--- config.mk ---
export PLATFORM = sky130hd
export DESIGN_NAME = p405s_dcu_st_steer_seq
export DESIGN_NICKNAME = d
export VERILOG_FILES = /design/src/rtl/p405s_dcu_st_steer_seq.sv
export SDC_FILE = /design/constraint.sdc
export NUM_CORES = 1
export LEC_CHECK = 0
export CAP_MARGIN = 25
export CORE_MARGIN = 2
export CORE_UTILIZATION = 45
export CTS_CLUSTER_DIAMETER = 30
export CTS_CLUSTER_SIZE = 12
export DETAILED_ROUTE_END_ITERATION = 8
export PLACE_DENSITY = 0.82
export RECOVER_POWER = 50
export SYNTH_ARGS = -nofsm -noshare
export SYNTH_HDL_FRONTEND = slang
export SYNTH_SLANG_ARGS = --single-unit
--- constraint.sdc ---
create_clock -name CB -period 2.1 [get_ports CB]
set_input_delay 0.42 -clock CB [delete_from_list [all_inputs] [get_ports CB]]
set_output_delay 0.42 -clock CB [all_outputs]
set_load 0.02 [all_outputs]
--- src/rtl/p405s_dcu_st_steer_seq.sv ---
// Store-steering sequencer: accepts one normal/multiple/string store, loads
// the steering control word, then issues one beat per aligned target word
// with SDQ pop, residue capture and byte-enable generation.
module p405s_dcu_st_steer_seq #(
  parameter int unsigned MAX_WORDS = 32,
  parameter int unsigned WCNT_W    = 6
) (
  input  logic              CB,
  input  logic              resetCoreN,
  input  logic              stReqValid,
  output logic              stReqReady,
  input  logic [1:0]        stReqEa,
  input  logic [2:0]        stReqByteCnt,
  input  logic              stReqString,
  input  logic              stReqMultiple,
  input  logic [WCNT_W-1:0] stReqWordCnt,
  input  logic [1:0]        stReqTailBytes,
  input  logic              stReqByteRev,
  input  logic              stReqEndianOvr,
  output logic [9:0]        stSteerCntl,
  output logic              stSteerLoad,
  output logic              sdqPop,
  output logic              adjLoad,
  output logic              beatValid,
  input  logic              beatAccept,
  output logic [3:0]        beatByteEn,
  output logic [WCNT_W-1:0] beatWordIdx,
  output logic              beatLast,
  output logic              stDone,
  output logic              stReqErr,
  input  logic              stFlush
);

  typedef enum logic [1:0] {
    IDLE = 2'd0,
    CTRL = 2'd1,
    BEAT = 2'd2
  } stateT;

  stateT             stateQ, stateD;

  logic [7:0]        reqTot;
  logic [7:0]        reqSrc;
  logic [7:0]        reqBeats;
  logic [1:0]        reqLastLane;
  logic              reqIllegal;
  logic [7:0]        wcExt;
  logic [7:0]        tailExt;
  logic [7:0]        endByte;
  logic              reqTake;

  logic [WCNT_W-1:0] kQ;
  logic [1:0]        eaQ;
  logic [1:0]        lastLaneQ;
  logic [7:0]        srcQ;
  logic [7:0]        beatsQ;
  logic [9:0]        cntlQ;
  logic              doneQ;
  logic              errQ;

  logic [7:0]        kExt;
  logic              inBeat;
  logic              isFirst;
  logic              isLast;
  logic              popOk;
  logic              beatTake;

  // Decode incoming request: total bytes, source words, beats, legality.
  always_comb begin
    wcExt   = 8'(stReqWordCnt);
    tailExt = (stReqTailBytes == 2'd0) ? 8'd4 : {6'd0, stReqTailBytes};
    if (stReqString) begin
      reqTot = ((wcExt - 8'd1) << 2) + tailExt;
    end else if (stReqMultiple) begin
      reqTot = wcExt << 2;
    end else begin
      reqTot = {5'd0, stReqByteCnt};
    end
    reqSrc      = (reqTot + 8'd3) >> 2;
    reqBeats    = ({6'd0, stReqEa} + reqTot + 8'd3) >> 2;
    endByte     = {6'd0, stReqEa} + reqTot - 8'd1;
    reqLastLane = endByte[1:0];
    if (stReqString && stReqMultiple) begin
      reqIllegal = 1'b1;
    end else if (stReqString || stReqMultiple) begin
      reqIllegal = (stReqWordCnt == '0) ||
                   (stReqWordCnt > WCNT_W'(MAX_WORDS));
    end else begin
      reqIllegal = (stReqByteCnt == 3'd0) || (stReqByteCnt > 3'd4);
    end
  end

  assign reqTake  = (stateQ == IDLE) && stReqValid && !reqIllegal;
  assign inBeat   = (stateQ == BEAT);
  assign kExt     = 8'(kQ);
  assign isFirst  = (kQ == '0);
  assign isLast   = (kExt == (beatsQ - 8'd1));
  assign popOk    = (kExt < srcQ);
  // Flush takes priority over a coincident accept.
  assign beatTake = inBeat && beatAccept && !stFlush;

  // State register.
  always_ff @(posedge CB or negedge resetCoreN) begin
    if (!resetCoreN) begin
      stateQ <= IDLE;
    end else begin
      stateQ <= stateD;
    end
  end

  // Next-state logic.
  always_comb begin
    stateD = stateQ;
    case (stateQ)
      IDLE: if (reqTake) stateD = CTRL;
      CTRL: stateD = stFlush ? IDLE : BEAT;
      BEAT: begin
        if (stFlush) begin
          stateD = IDLE;
        end else if (beatAccept && isLast) begin
          stateD = IDLE;
        end
      end
      default: stateD = IDLE;
    endcase
  end

  // Request fields, beat counter and the one-cycle done/error pulses.
  always_ff @(posedge CB or negedge resetCoreN) begin
    if (!resetCoreN) begin
      kQ        <= '0;
      eaQ       <= '0;
      lastLaneQ <= '0;
      srcQ      <= '0;
      beatsQ    <= '0;
      cntlQ     <= '0;
      doneQ     <= 1'b0;
      errQ      <= 1'b0;
    end else begin
      doneQ <= beatTake && isLast;
      errQ  <= (stateQ == IDLE) && stReqValid && reqIllegal;
      if (reqTake) begin
        eaQ       <= stReqEa;
        lastLaneQ <= reqLastLane;
        srcQ      <= reqSrc;
        beatsQ    <= reqBeats;
        cntlQ     <= {stReqEa, reqTot[1:0], (reqTot >= 8'd4), 1'b1,
                      stReqString, stReqMultiple, stReqByteRev,
                      stReqEndianOvr};
      end
      if (stateQ == CTRL) begin
        kQ <= '0;
      end else if (beatTake) begin
        kQ <= kQ + 1'b1;
      end
    end
  end

  // Beat outputs and byte-enable masks; first and last masks combine on a single beat.
  always_comb begin
    beatByteEn = '0;
    if (inBeat) begin
      beatByteEn = 4'b1111;
      if (isFirst) beatByteEn = beatByteEn & (4'b1111 << eaQ);
      if (isLast)  beatByteEn = beatByteEn & (4'b1111 >> (2'd3 - lastLaneQ));
    end
  end

  assign stReqReady  = (stateQ == IDLE);
  assign stSteerLoad = (stateQ == CTRL);
  assign stSteerCntl = cntlQ;
  assign beatValid   = inBeat;
  assign beatWordIdx = inBeat ? kQ : '0;
  assign beatLast    = inBeat && isLast;
  assign sdqPop      = beatTake && popOk;
  assign adjLoad     = beatTake && popOk && (eaQ != 2'd0);
  assign stDone      = doneQ;
  assign stReqErr    = errQ;

endmodule
==> summary.md, run 1 <==
| Metric | Value |
|---|---|
| Outcome | `complete, but fails checks` |
| Failing checks | `setup timing` |
| Max VDD drop | `about 490 µV` |
| Gp weighted congestion | `between 0.9 and 1` |
| Crit Path Class | `register to primary output` |
| RSZ-0062 raised after global routing | `true` |
| GRT Overall Usage | `31.5%` |
| CTS root buf | `clkbuf_8` |
| Top_reg_cell synth | `dfrtp_1` |
| Global-route wire length before repair | `15500 µm` |
| Largest net degree at the start of global routing | `35` |
| CP Max Fanout | `3` |
| Post-Syn Instances | `287` |
| Crit-path leading delay family | `simple AND/OR/NAND/NOR gates` |
| Comb power frac | `57.9%` |
| Vias | `3147` |
| Synth unique cells | `56` |
| Chip width | `81.2 µm` |
| Clock Tree Buf Depth | `2` |
| Net Count, Synth | `326` |
| Register-to-Register Path Depth | `10` |
| WP buf/inv | `2` |
| Routed len/inst | `22.4 µm` |
| Vias in the first global route | `3153` |
| Final Skew | `0.0186 ns` |
| I/O pins | `50` |
| Global route overflow | `0` |
| DRC Markers | `0` |
| # nets final | `491` |
| Final worst slack | `-0.678 ns` |
| Worst-skew pair later-pin latency | `approximately 0.31 ns` |
| Area leader, netlist | `dfrtp_1` |
| Die area | `6590 µm²` |
| CTS tree | `built` |
| Cells after DPL | `492` |
| # H-tree levels | `2` |
| TritonCTS buffer count | `5` |
| Placed wire-length estimate | `roughly 5800 µm` |
| Number of flops mapped to enable cells by yosys | `0` |
| Reg clk slew, reported paths | `0.08 ns` |
| Clk sink count | `34` |
| Synth top area cells | `dfrtp_1, ha_1, mux2_2, xnor2_1, xor2_1` |
| Initial antenna violation count | `0` |
| Routed WL | `around 12000 µm` |
| Port-buffer cells | `49` |
| Hold Path Stages | `3` |
| Yosys warns | `0` |
| F_max | `360 MHz` |
| Int Power | `2350 µW` |
| Final Cycle Share | `132%` |
| Crit-path max cell delay | `0.46 ns` |
| Rel. slew slack | `about two fifths` |
| Max Cap Violations | `0` |
| Initial DRT Pass Iterations | `4` |
| Flop pwr share | `25.4%` |
| Measured slew at the worst slew-check pin | `a little over 0.9 ns` |
| Async SR Flop Fraction | `100%` |
| Crit path arrival time | `2.36 ns` |
| Worst EP required | `1.68 ns` |
| Ant diodes | `0` |
| Worst r2r src | `beatsQ[1]` |
| Drt first-iter violations | `slightly above 200` |
| Starting Density | `45.8%` |
| Critical path, cell by cell | `nor3_4, nand2_2, xnor2_2, nand3_1, a211oi_2, nand3_4, buf_6, a21oi_2, nor2_1, buf_4` |
| Final Non-Filler Cells | `528` |
| Layout cells sized above 1 | `57.4%` |
| Crit path time final | `between 2 and 3 ns` |
| Hold-fix buffers, CTS | `0` |
| Leakage | `0.00234 µW` |
| FF+latch count, synth | `34` |
| Share of the synthesized area in the top cell type | `about a third` |
| Final Hold Violating Endpoints | `0` |
| Seq/Total Area, Yosys | `31.8%` |
| Core area | `5850 µm²` |
| Pwr Density | `773 nW/µm²` |
| Max Slew Vio Count | `0` |
| Worst hold start | `stReqByteCnt[0]` |
| Reg-to-Reg End | `stateQ[1]` |
| Hold EP | `stSteerCntl[6]` |
| Mapped Area | `2680 µm²` |
| Die height | `81.2 µm` |
| CP Capture Type | `primary output` |
| Final hold slack | `slightly above 0.5 ns` |
| Area grow syn2layout | `89.9%` |
| Hold Path Class | `primary input to register` |
| Crit-path slowest cell | `dfrtp_1` |
| Clock network power share | `~17%` |
| Setup slack, reg-to-reg | `-0.02 ns` |
| CP Launch Type | `register` |
| Net Switching | `1590 µW` |
| Post-route ant nets | `0` |
| Final setup viols | `19` |
| Net Sw Frac | `40.4%` |
| Routed vias/inst | `5.96` |
| FP Rows | `28` |
| Mapped Avg Cell Area | `9.33 µm²` |
[cell type report]
cell class	instances	area (µm²)
clock buffers	5	68.8
clock inverters	3	45.0
fillers	236	763
inverters	23	100
multi-input cells	219	2360
flip-flops and latches	34	851
well taps	75	93.8
repair buffers	169	1570
[power by group through the flow]
stage	logic, µW	clock network, µW	registers (µW)
3_5_place_dp	1610	0	950
3_3_place_gp	1540	0	936
6_report	2280	656	1000
2_1_floorplan	804	0	1030
4_1_cts	1850	636	944
5_1_grt	2380	671	1010
[per-layer routing]
layer | vias to the layer above | track usage, % | share of wire (%)
met4 | 0 | 18.8 | 8.2
met1 | 1566 | 32.2 | 35
met2 | 191 | 60.2 | 52
met5 | - | 0 | 0
li1 | 1316 | - | -
met3 | 74 | 4.11 | 5.0
[logic make-up after synthesis]
kind of cell             count (synthesis)  synth area share, %
buffers and inverters                   34                 6.02
AO/OA/AOI/OAI                           46                 12.9
XOR/XNOR                                33                 10.8
AND/OR/NAND/NOR                         94                 18.4
flip-flops                              34                 31.8
multiplexers                            29                 11.9
adder cells (fa/ha/maj)                 17                 8.22
[worst max-delay path by stage]
stage	slack, ns	cells past startpoint	to	start
3_5_place_dp	-1.22	11	beatsQ[5]	stReqString
4_1_cts	-0.53	9	beatByteEn[1]	beatsQ[2]
2_1_floorplan	-0.61	11	beatsQ[5]	stReqMultiple
3_3_place_gp	-1.13	11	beatsQ[5]	stReqString
5_1_grt	-0.72	9	beatByteEn[1]	beatsQ[1]
6_report	-0.68	10	beatByteEn[3]	beatsQ[1]
[cells in the final DEF (no fill, tap or decap), types with 4 or more instances in the layout]
| cell | netlist | routed |
|---|---|---|
| ha_1 | 16 | 5 |
| nand2_1 | 13 | 8 |
| clkbuf_2 | 1 | 5 |
| o21ai_1 | 0 | 4 |
| inv_2 | 0 | 5 |
| mux2i_1 | 12 | 11 |
| xnor2_2 | 0 | 5 |
| inv_1 | 23 | 14 |
| xor2_1 | 14 | 9 |
| mux2_2 | 15 | 8 |
| nor2_1 | 26 | 19 |
| o21ai_0 | 9 | 4 |
| nor3_4 | 0 | 4 |
| buf_6 | 4 | 29 |
| dlygate4sd2_1 | 0 | 6 |
| nand3_1 | 8 | 7 |
| xnor2_1 | 19 | 13 |
| a21oi_2 | 2 | 6 |
| clkbuf_8 | 0 | 5 |
| nor2_4 | 0 | 5 |
| buf_4 | 0 | 92 |
| clkdlybuf4s50_1 | 0 | 17 |
| nand2_2 | 0 | 5 |
| xor2_2 | 0 | 5 |
| ha_4 | 0 | 11 |
| buf_12 | 0 | 4 |
| dfrtp_1 | 34 | 34 |
| mux2_4 | 1 | 8 |
| a21oi_1 | 8 | 4 |
| and2_1 | 7 | 6 |
| nor2b_1 | 5 | 4 |
| nand2b_1 | 9 | 8 |
| buf_8 | 0 | 5 |
[registers in the layout, indices dropped and copies added, names as in the netlist]
signal / cells
beatsQ: 6
eaQ: 2
kQ: 6
lastLaneQ: 2
srcQ: 6
stDone: 1
stReqErr: 1
stSteerCntl: 8
stateQ: 2
[timing repair]
action / CTS / global route
buffers inserted: 16 / 17
endpoints found under the hold margin: 0 / 0
gates resized for setup: 156 / 91
gates cloned: 3 / 0
endpoints found under the setup margin: 40 / 34
pin swaps: 46 / 37
[synth_stat cells, types with 2 or more instances]
cell type	number
a221oi_1	2
a211oi_1	2
a21oi_1	8
a21oi_2	2
or3_1	2
dfrtp_1	34
nor3_1	9
xnor2_1	19
o31ai_1	3
a21o_1	2
nor4_1	3
ha_1	16
a21boi_0	2
clkbuf_1	4
nand3_1	8
a22o_1	2
nand2b_1	9
nand4_1	2
o21ai_0	9
and2_1	7
nor2_1	26
inv_1	23
buf_2	2
or2_2	2
xor2_1	14
nor2b_1	5
nand2_1	13
buf_6	4
mux2i_1	12
mux2_2	15
[worst reg2reg max path, stage by stage (launching register included)]
cell,delay [ns]
dfrtp_1,0.46
nor3_4,0.33
nand2_2,0.12
xnor2_2,0.18
nand3_1,0.10
a211oi_2,0.24
nand3_4,0.13
buf_6,0.15
buf_6,0.11
o21ai_2,0.11
a21oi_2,0.07
[through the flow]
step / instance area, µm² / setup TNS (ns) / util (%) / worst slack (ns) / power (µW)
after floorplan: 2930 / -3.21 / - / -0.609 / 1830
after global placement: 4110 / -23.96 / 70.2 / -1.13 / 2470
after detailed placement: 4110 / -25.83 / 70.2 / -1.22 / 2560
after CTS: 4670 / -4.71 / 79.8 / -0.532 / 3430
after global routing: 5090 / -8.56 / 87.0 / -0.724 / 4060
final: 5090 / -7.13 / 87.0 / -0.678 / 3930
Power figures use the tool's default switching activity.
==> run 2: changes to the inputs <==
SKIP_CTS_REPAIR_TIMING = 1   (was not set)
==> run 2 against run 1 <==
  * The run still ends with setup timing left
  * Sequential share of layout area is 1.7 points higher
  * Cell count is 3.4% lower
  * Die area stayed put
  * Register-to-register slack better by 0.09 ns
  * Count of clock-buffer cells in the layout stayed put
  * Critical endpoint unchanged
  * Via count is 12% lower
  * Largest cell class unchanged
  * Critical path type unchanged
  * Non-clock buffer count is 18 lower
  * Clock power is 3% lower
  * Routed wire length is 22% lower
  * Maximum frequency is 1.9% higher
==> summary.md, run 2 (same netlist as run 1, synthesis figures left out) <==
| Metric | Value |
|---|---|
| Area grow syn2layout | `72.5%` |
| Crit-path leading delay family | `buffers and inverters` |
| Fill cells | `338 (+43%)` |
| Placed instance area | `4110 µm² (unchanged)` |
| # H-tree levels | `2 (unchanged)` |
| Starting Density | `45.8% (unchanged)` |
| Finished Cell Area | `4620 µm² (-9.1%)` |
| Placed wire-length estimate | `5770 µm (unchanged)` |
| Final setup viols | `32 (+13)` |
| CP Capture Type | `primary output` |
| Initial antenna violation count | `0 (unchanged)` |
| Global-route wire length before repair | `12000 µm (-23%)` |
| Final Non-Filler Cells | `510 (-3.4%)` |
| Die area | `6590 µm² (unchanged)` |
| Max Slew Vio Count | `0 (unchanged)` |
| Final worst slack | `-0.626 ns (+0.0516 ns)` |
| Critical path, cell by cell | `inv_2, ha_4, xor2_1, nand3_1, a211oi_2, nand3_2, buf_4, a21oi_1, nor2_1, buf_2` |
| Final hold slack | `0.508 ns (-0.000454 ns)` |
| Register area | `851 µm² (unchanged)` |
| Initial DRT Pass Iterations | `4 (unchanged)` |
| Final Skew | `0.0182 ns (-0.000425 ns)` |
| Pwr Density | `755 nW/µm² (-2.4%)` |
| CTS root buf | `clkbuf_8` |
| Clock Tree Buf Depth | `2 (unchanged)` |
| Ant diodes | `0 (unchanged)` |
| Worst-skew pair later-pin latency | `0.31 ns (about the same)` |
| TritonCTS buffer count | `5 (unchanged)` |
| Drt first-iter violations | `113 (-45%)` |
| Final Cycle Share | `130% (-2.5 points)` |
| Commonest non-fill, non-tap cells in the layout | `buf_4, dfrtp_1, nor2_1` |
| Chip width | `81.2 µm (unchanged)` |
| Measured slew at the worst slew-check pin | `0.912 ns (-0.00708 ns)` |
| Crit path time final | `2.73 ns (-0.0516 ns)` |
| Die height | `81.2 µm (unchanged)` |
| FP Rows | `28 (unchanged)` |
| Core area | `5850 µm² (unchanged)` |
| Routed WL | `9280 µm (-22%)` |
| Area of the multi-input gates | `2140 µm² (-9.4%)` |
| Max VDD drop | `493 µV (-0.44%)` |
| Routed len/inst | `18.2 µm (-19%)` |
| Failing checks | `setup timing` |
| Rel. slew slack | `39.2% (+0.47 points)` |
| RSZ-0062 raised after global routing | `true` |
| DRC Markers | `0 (unchanged)` |
| Leakage | `0.00228 µW (-2.3%)` |
| GRT Overall Usage | `23.7% (-7.8 points)` |
| Clk sink count | `34 (unchanged)` |
| Post-route ant nets | `0 (unchanged)` |
| Pre-CTS setup slack | `-1.22 ns (unchanged)` |
| Layout cells sized above 1 | `49.4% (-8.0 points)` |
| Gp weighted congestion | `0.912 (unchanged)` |
| Final Hold Violating Endpoints | `0 (unchanged)` |
| # nets final | `473 (-3.7%)` |
| Reg clk slew, reported paths | `0.07 ns (about the same)` |
| Outcome | `complete, but fails checks` |
| Largest register FFs | `8 (unchanged)` |
| Vias | `2781 (-12%)` |
| Cells after DPL | `492 (unchanged)` |
| Crit-path slowest cell | `dfrtp_1` |
| Crit path arrival time | `2.31 ns (-0.05 ns)` |
| Worst EP required | `1.68 ns (about the same)` |
| Routed vias/inst | `5.45 (-8.5%)` |
| Max Cap Violations | `0 (unchanged)` |
| Most common cell after layout, fill and taps aside | `buf_4` |
| CP Launch Type | `register` |
| Vias in the first global route | `2618 (-17%)` |
| Setup slack, reg-to-reg | `0.07 ns (+0.09 ns)` |
| Port-buffer cells | `49 (unchanged)` |
| Crit Path Class | `register to primary output` |
| Hold Path Class | `register to register` |
| Crit-path max cell delay | `0.41 ns (-0.05 ns)` |
| Global route overflow | `0 (unchanged)` |
| WP buf/inv | `3 (+1)` |
| I/O pins | `50 (unchanged)` |
| Largest net degree at the start of global routing | `35 (unchanged)` |
| F_max | `367 MHz (+1.9%)` |
| CP Max Fanout | `4 (+1)` |
| CTS tree | `built` |
## run 2: layout make-up
cell class	count	area share [%]
clock buffers	5	1.49
clock inverters	3	0.975
inverters	23	2.06
multi-input cells	219	46.3
flip-flops and latches	34	18.4
well taps	75	2.03
repair buffers	151	28.7
## run 2: final timing paths
kind,cells after the start,end,from
max reg2reg,9,stateQ[1],beatsQ[0]
min in group asynchronous,2,beatsQ[3],resetCoreN
max in group asynchronous,2,srcQ[4],resetCoreN
min,1,stSteerCntl[7],stSteerCntl[7]
min reg2reg,1,stSteerCntl[7],stSteerCntl[7]
max,10,beatByteEn[3],beatsQ[0]
## run 2: metal layers
metal  vias to the layer above  part of all wire, %  track usage (%)  wire (µm)
met2                       102                   55             45.0       5110
met3                        38                  3.3             3.56        306
met5                         -                    0                0          0
met1                      1355                   37             25.7       3460
li1                       1286                    -                -          -
met4                         0                  4.3             10.7        399
## run 2: report_power, final
part	leakage (µW)	total [µW]	internal, µW	switching, µW
Clock	0.0000504	638	353	284
Sequential	0.000419	956	830	126
Combinational	0.00181	1890	972	922
## run 2: stage by stage
step / power (µW) / setup TNS, ns / utilization, %
global route: 3640 / -12.21 / 79.0
floorplan: 1830 / -3.21 / -
detailed placement: 2560 / -25.83 / 70.2
finish: 3490 / -9.24 / 79.0
CTS: 3210 / -21.18 / 72.2
global placement: 2470 / -23.96 / 70.2
